[src/rtl/ram_arb_pkg.sv]
// Shared types and defaults for the RAM arbiter.
// State encoding, requester IDs and default widths.
package ram_arb_pkg;

    localparam int AW_DEF = 14;
    localparam int DW_DEF = 16;

    typedef enum logic [1:0] {
        IDLE   = 2'd0,
        ACCESS = 2'd1,
        DATA   = 2'd2
    } state_t;

    localparam logic ID_VID = 1'b0;
    localparam logic ID_CPU = 1'b1;

endpackage

[src/rtl/ram_arbiter.sv]
// Single-port RAM arbiter for video fetch and CPU bus.
// RAM_ARB_RR_EN selects round-robin instead of strict video priority.
module ram_arbiter
    import ram_arb_pkg::*;
#(
    parameter int AW = AW_DEF,
    parameter int DW = DW_DEF
) (
    input  logic          clk,
    input  logic          reset,
    input  logic          vid_req,
    input  logic [AW-1:0] vid_addr,
    output logic          vid_ack,
    output logic [DW-1:0] vid_dout,
    input  logic          cpu_req,
    input  logic          cpu_we,
    input  logic [AW-1:0] cpu_addr,
    input  logic [DW-1:0] cpu_din,
    input  logic          cpu_ub,
    input  logic          cpu_lb,
    output logic          cpu_ack,
    output logic [DW-1:0] cpu_dout,
    output logic          ram_we,
    output logic [AW-1:0] ram_addr,
    output logic [DW-1:0] ram_din,
    output logic          ram_ub,
    output logic          ram_lb,
    input  logic [DW-1:0] ram_dout
);

    state_t        state_q, state_d;
    logic          owner_q, owner_d;
    logic          wr_q, wr_d;
    logic          ram_we_q, ram_we_d;
    logic [AW-1:0] ram_addr_q, ram_addr_d;
    logic [DW-1:0] ram_din_q, ram_din_d;
    logic          ram_ub_q, ram_ub_d;
    logic          ram_lb_q, ram_lb_d;
    logic          vid_ack_q, vid_ack_d;
    logic [DW-1:0] vid_dout_q, vid_dout_d;
    logic          cpu_ack_q, cpu_ack_d;
    logic [DW-1:0] cpu_dout_q, cpu_dout_d;
    logic          pick_cpu;

`ifdef RAM_ARB_RR_EN
    logic          last_q, last_d;

    always_comb begin
        pick_cpu = cpu_req && (!vid_req || last_q == ID_VID);
    end
`else
    always_comb begin
        pick_cpu = cpu_req && !vid_req;
    end
`endif

    always_comb begin
        state_d    = state_q;
        owner_d    = owner_q;
        wr_d       = wr_q;
        ram_we_d   = ram_we_q;
        ram_addr_d = ram_addr_q;
        ram_din_d  = ram_din_q;
        ram_ub_d   = ram_ub_q;
        ram_lb_d   = ram_lb_q;
        vid_ack_d  = 1'b0;
        vid_dout_d = vid_dout_q;
        cpu_ack_d  = 1'b0;
        cpu_dout_d = cpu_dout_q;
`ifdef RAM_ARB_RR_EN
        last_d     = last_q;
`endif
        unique case (state_q)
            IDLE: begin
                if (vid_req || cpu_req) begin
                    state_d = ACCESS;
                    if (pick_cpu) begin
                        owner_d    = ID_CPU;
                        wr_d       = cpu_we;
                        ram_we_d   = cpu_we;
                        ram_addr_d = cpu_addr;
                        ram_din_d  = cpu_din;
                        ram_ub_d   = cpu_ub;
                        ram_lb_d   = cpu_lb;
                    end else begin
                        owner_d    = ID_VID;
                        wr_d       = 1'b0;
                        ram_we_d   = 1'b0;
                        ram_addr_d = vid_addr;
                        ram_ub_d   = 1'b1;
                        ram_lb_d   = 1'b1;
                    end
`ifdef RAM_ARB_RR_EN
                    last_d = pick_cpu ? ID_CPU : ID_VID;
`endif
                end
            end
            ACCESS: begin
                // Write strobe lasts exactly the one cycle the RAM samples it
                ram_we_d = 1'b0;
                state_d  = DATA;
            end
            DATA: begin
                state_d = IDLE;
                if (owner_q == ID_CPU) begin
                    cpu_ack_d = 1'b1;
                    if (!wr_q) begin
                        cpu_dout_d = ram_dout;
                    end
                end else begin
                    vid_ack_d  = 1'b1;
                    vid_dout_d = ram_dout;
                end
            end
            default: begin
                state_d  = IDLE;
                ram_we_d = 1'b0;
            end
        endcase
    end

    always_ff @(posedge clk or posedge reset) begin
        if (reset) begin
            state_q    <= IDLE;
            owner_q    <= ID_VID;
            wr_q       <= 1'b0;
            ram_we_q   <= 1'b0;
            ram_addr_q <= '0;
            ram_din_q  <= '0;
            ram_ub_q   <= 1'b0;
            ram_lb_q   <= 1'b0;
            vid_ack_q  <= 1'b0;
            vid_dout_q <= '0;
            cpu_ack_q  <= 1'b0;
            cpu_dout_q <= '0;
        end else begin
            state_q    <= state_d;
            owner_q    <= owner_d;
            wr_q       <= wr_d;
            ram_we_q   <= ram_we_d;
            ram_addr_q <= ram_addr_d;
            ram_din_q  <= ram_din_d;
            ram_ub_q   <= ram_ub_d;
            ram_lb_q   <= ram_lb_d;
            vid_ack_q  <= vid_ack_d;
            vid_dout_q <= vid_dout_d;
            cpu_ack_q  <= cpu_ack_d;
            cpu_dout_q <= cpu_dout_d;
        end
    end

`ifdef RAM_ARB_RR_EN
    always_ff @(posedge clk or posedge reset) begin
        if (reset) begin
            last_q <= ID_VID;
        end else begin
            last_q <= last_d;
        end
    end
`endif

    assign vid_ack  = vid_ack_q;
    assign vid_dout = vid_dout_q;
    assign cpu_ack  = cpu_ack_q;
    assign cpu_dout = cpu_dout_q;
    assign ram_we   = ram_we_q;
    assign ram_addr = ram_addr_q;
    assign ram_din  = ram_din_q;
    assign ram_ub   = ram_ub_q;
    assign ram_lb   = ram_lb_q;

endmodule

[config.mk]
export PLATFORM = sky130hd
export DESIGN_NAME = ram_arbiter
export DESIGN_NICKNAME = d
export VERILOG_FILES = /design/src/rtl/ram_arb_pkg.sv /design/src/rtl/ram_arbiter.sv
export SDC_FILE = /design/constraint.sdc
export NUM_CORES = 1
export LEC_CHECK = 0
export CORE_ASPECT_RATIO = 1.25
export CORE_UTILIZATION = 40
export DETAILED_ROUTE_END_ITERATION = 7
export PLACE_DENSITY = 0.78
export SYNTH_ARGS = -nofsm -noshare
export SYNTH_HDL_FRONTEND = slang
export SYNTH_SLANG_ARGS = --single-unit
[constraint.sdc]
create_clock -name clk -period 3.2 [get_ports clk]
set_input_delay 0.96 -clock clk [delete_from_list [all_inputs] [get_ports clk]]
set_output_delay 0.96 -clock clk [all_outputs]
set_load 0.005 [all_outputs]
==> results.txt <==
setup tns final - 0 ps
Pwr Density - 885.2 nW/um^2
CTS H-Tree Depth - 3
internal power - 2.933 mW
num rows - 34
Sw Pwr - 1.048 mW
fin crit period - 2343 ps
TritonCTS clock tree - built
Synth cell types - 22
max frequency - 426.8 MHz
register area share after synthesis - 0.6198
fill count - 535
Reg power frac - 0.397
Worst Hold Class - register to register
Iter 0 DRT Violations - 51
Die Ht - 96.65 microns
leakage power - 1.864 nW
Clk pwr share - 0.174
Routed wire per std cell - 14.58 microns
Hold Fails Final Rpt - 0
Tot GR Track Use - 0.1698
vias per std cell - 4.765
Max Slew Vio Count - 0
hold_buf cts - 0
share of cells above drive strength 1 - 0.3229
Syn Nets - 239
Hold WS - 507.7 ps
GRT Residual Overflow - 0
Comb pwr share - 0.428
IO Count - 134
drt drc - 0
Initial DRT Pass Iterations - 4
Post-DP HPWL - 4214 microns
CTS sink cnt - 71
synth warn - 0
Worst Tran Pin Value - 559.5 ps
Crit path arrival time - 2560 ps
max_cap viols - 0
largest net degree at the start of global routing - 72
switching share of power - 0.2633
fin crit share - 0.7321
Mapped Cells - 172
CP required - 3420 ps
total number of vias - 1949
Crit. End Element - register
total clock buffers created by CTS - 9
average size of a mapped cell - 16.67 sq um
remaining antenna violation count - 0
die area - 7511 sq um
crit start category - input pin
fin nets - 381
Slew headroom - 0.6253
Max Fanout on Critical Path - 17
placed cell areas - 4300 sq um
Final Skew - 6.159 ps
Non-Filler Instances - 409
Primary FF master, synth - dfrtp_1
Cell Area, Synth - 2866 sq um
Post-synth EDFFs - 0
Die Width - 77.72 microns
worst vdd ir - 0.0005035 V
Root Driver - clkbuf_8
worst-skew pair later-pin latency - 330 ps
initial antenna violation count - 0
deepest clock path buffer count - 2
first-pass GRT wire length - 9984 microns
Starting Density - 0.4134
Clock Pin Slew Worst Setup and Hold Paths - 70 ps
RSZ-0062 raised after global routing - no
Final Wtd Congestion - 0.7088
Setup-failing EPs final - 0
setup bufs post-CTS - 0
Antenna Cells - 0
fraction of registers with async set/reset - 1.000
Core Box Area - 6934 sq um
Final Cell Area - 4498 sq um
Total Wirelength - 5962 microns
vias in the first global route - 2090
synthesized flop and latch total - 71
port bufs - 133
placed cell count - 393
Area growth syn-to-layout - 56.92%
post_cts resized - 0
status - finished, final reports clean
WS Path Type - input pin to register
final cells by class:
cell class / count / area [sq um] / share of cell area
Multi-Input combinational cell: 92 / 1022 / 0.2273
Timing Repair Buffer: 138 / 1381 / 0.3071
Inverter: 2 / 7.507 / 0.001669
Tap cell: 90 / 112.6 / 0.02503
Clock buffer: 9 / 123.9 / 0.02754
Clock inverter: 7 / 73.82 / 0.01641
Sequential cell: 71 / 1777 / 0.3950
power by group through the flow:
stage	clock, mW	sequential (mW)	combinational [mW]
after global routing	0.755	1.65	1.82
after floorplan	0	1.61	0.674
after CTS	0.721	1.59	1.74
after detailed placement	0	1.60	1.73
after global placement	0	1.58	1.70
final	0.694	1.58	1.71
stage by stage:
stage,setup WS (ps),util,power (mW)
after CTS,868.6,0.6487,4.048
after global routing,799.2,0.6487,4.225
after floorplan,443.4,-,2.288
final,857.1,0.6487,3.982
after detailed placement,497.5,0.6202,3.333
after global placement,544.9,0.6202,3.285
cell usage in the layout, fill, tap and decap left out:
cell type and instances:
clkdlybuf4s50_1 133, dfrtp_1 71, mux2_2 66, mux2_4 10, clkbuf_8 9, clkinvlp_4 4, buf_4 4, or3_1 2
inv_2 2, o22a_1 2, and3b_1 1, nor2b_2 1, nor3b_2 1, nor2_1 1, nand2b_1 1, nor3_4 1
and2b_1 1, a21o_1 1, or3b_2 1, o21ai_0 1, a21oi_1 1, a22o_1 1, clkinv_4 1, bufinv_16 1
clkinv_2 1, buf_12 1
critical path, cell delays in order:
cell and delay (ps):
clkdlybuf4s50_1 490, nor2_1 80, or3_1 360, inv_2 290, mux2_2 380
Yosys cell counts (2+ instances only):
cell	number	area share
buf_2	2	0.0035
mux2_4	10	0.052
or3_1	2	0.0044
dfrtp_1	71	0.62
o22a_1	2	0.0061
mux2_2	66	0.26
buf_6	4	0.016
registers in the layout, summed over array words and instances (netlist names):
register and cells:
cpu_ack 1, state_q 2, ram_din 16, owner_q 1, ram_we 1, wr_q 1
ram_lb 1, ram_addr 14, vid_ack 1, cpu_dout 16, ram_ub 1, vid_dout 16
cells by family after synthesis:
| family | after synthesis | share of synthesized area |
|---|---|---|
| and+or+nand+nor | 10 | 0.02881 |
| muxes | 76 | 0.3117 |
| DFF | 71 | 0.6198 |
| AOI/OAI and AO/OA | 6 | 0.01528 |
| buffers and inverters | 9 | 0.02444 |
final timing paths:
kind	start	endpoint	slack, ps	cells past startpoint
worst max-delay path	cpu_req	ram_addr[12]	860	5
worst min-delay path	ram_din[14]	ram_din[14]	510	1
worst max register to register	state_q[0]	cpu_dout[1]	1250	4
worst min register to register	ram_din[14]	ram_din[14]	510	1
max in group asynchronous	reset	ram_din[3]	1890	3
min in group asynchronous	reset	vid_ack	1000	3
per-layer routing:
metal  wire (microns)  GRT usage  share of wire
met5                0          0              0
met4               83    0.06531          0.014
met3              485    0.05094          0.081
met2             2918     0.2771           0.49
met1             2474     0.2099           0.41
Note: power is estimated with default switching activity, not from simulation.
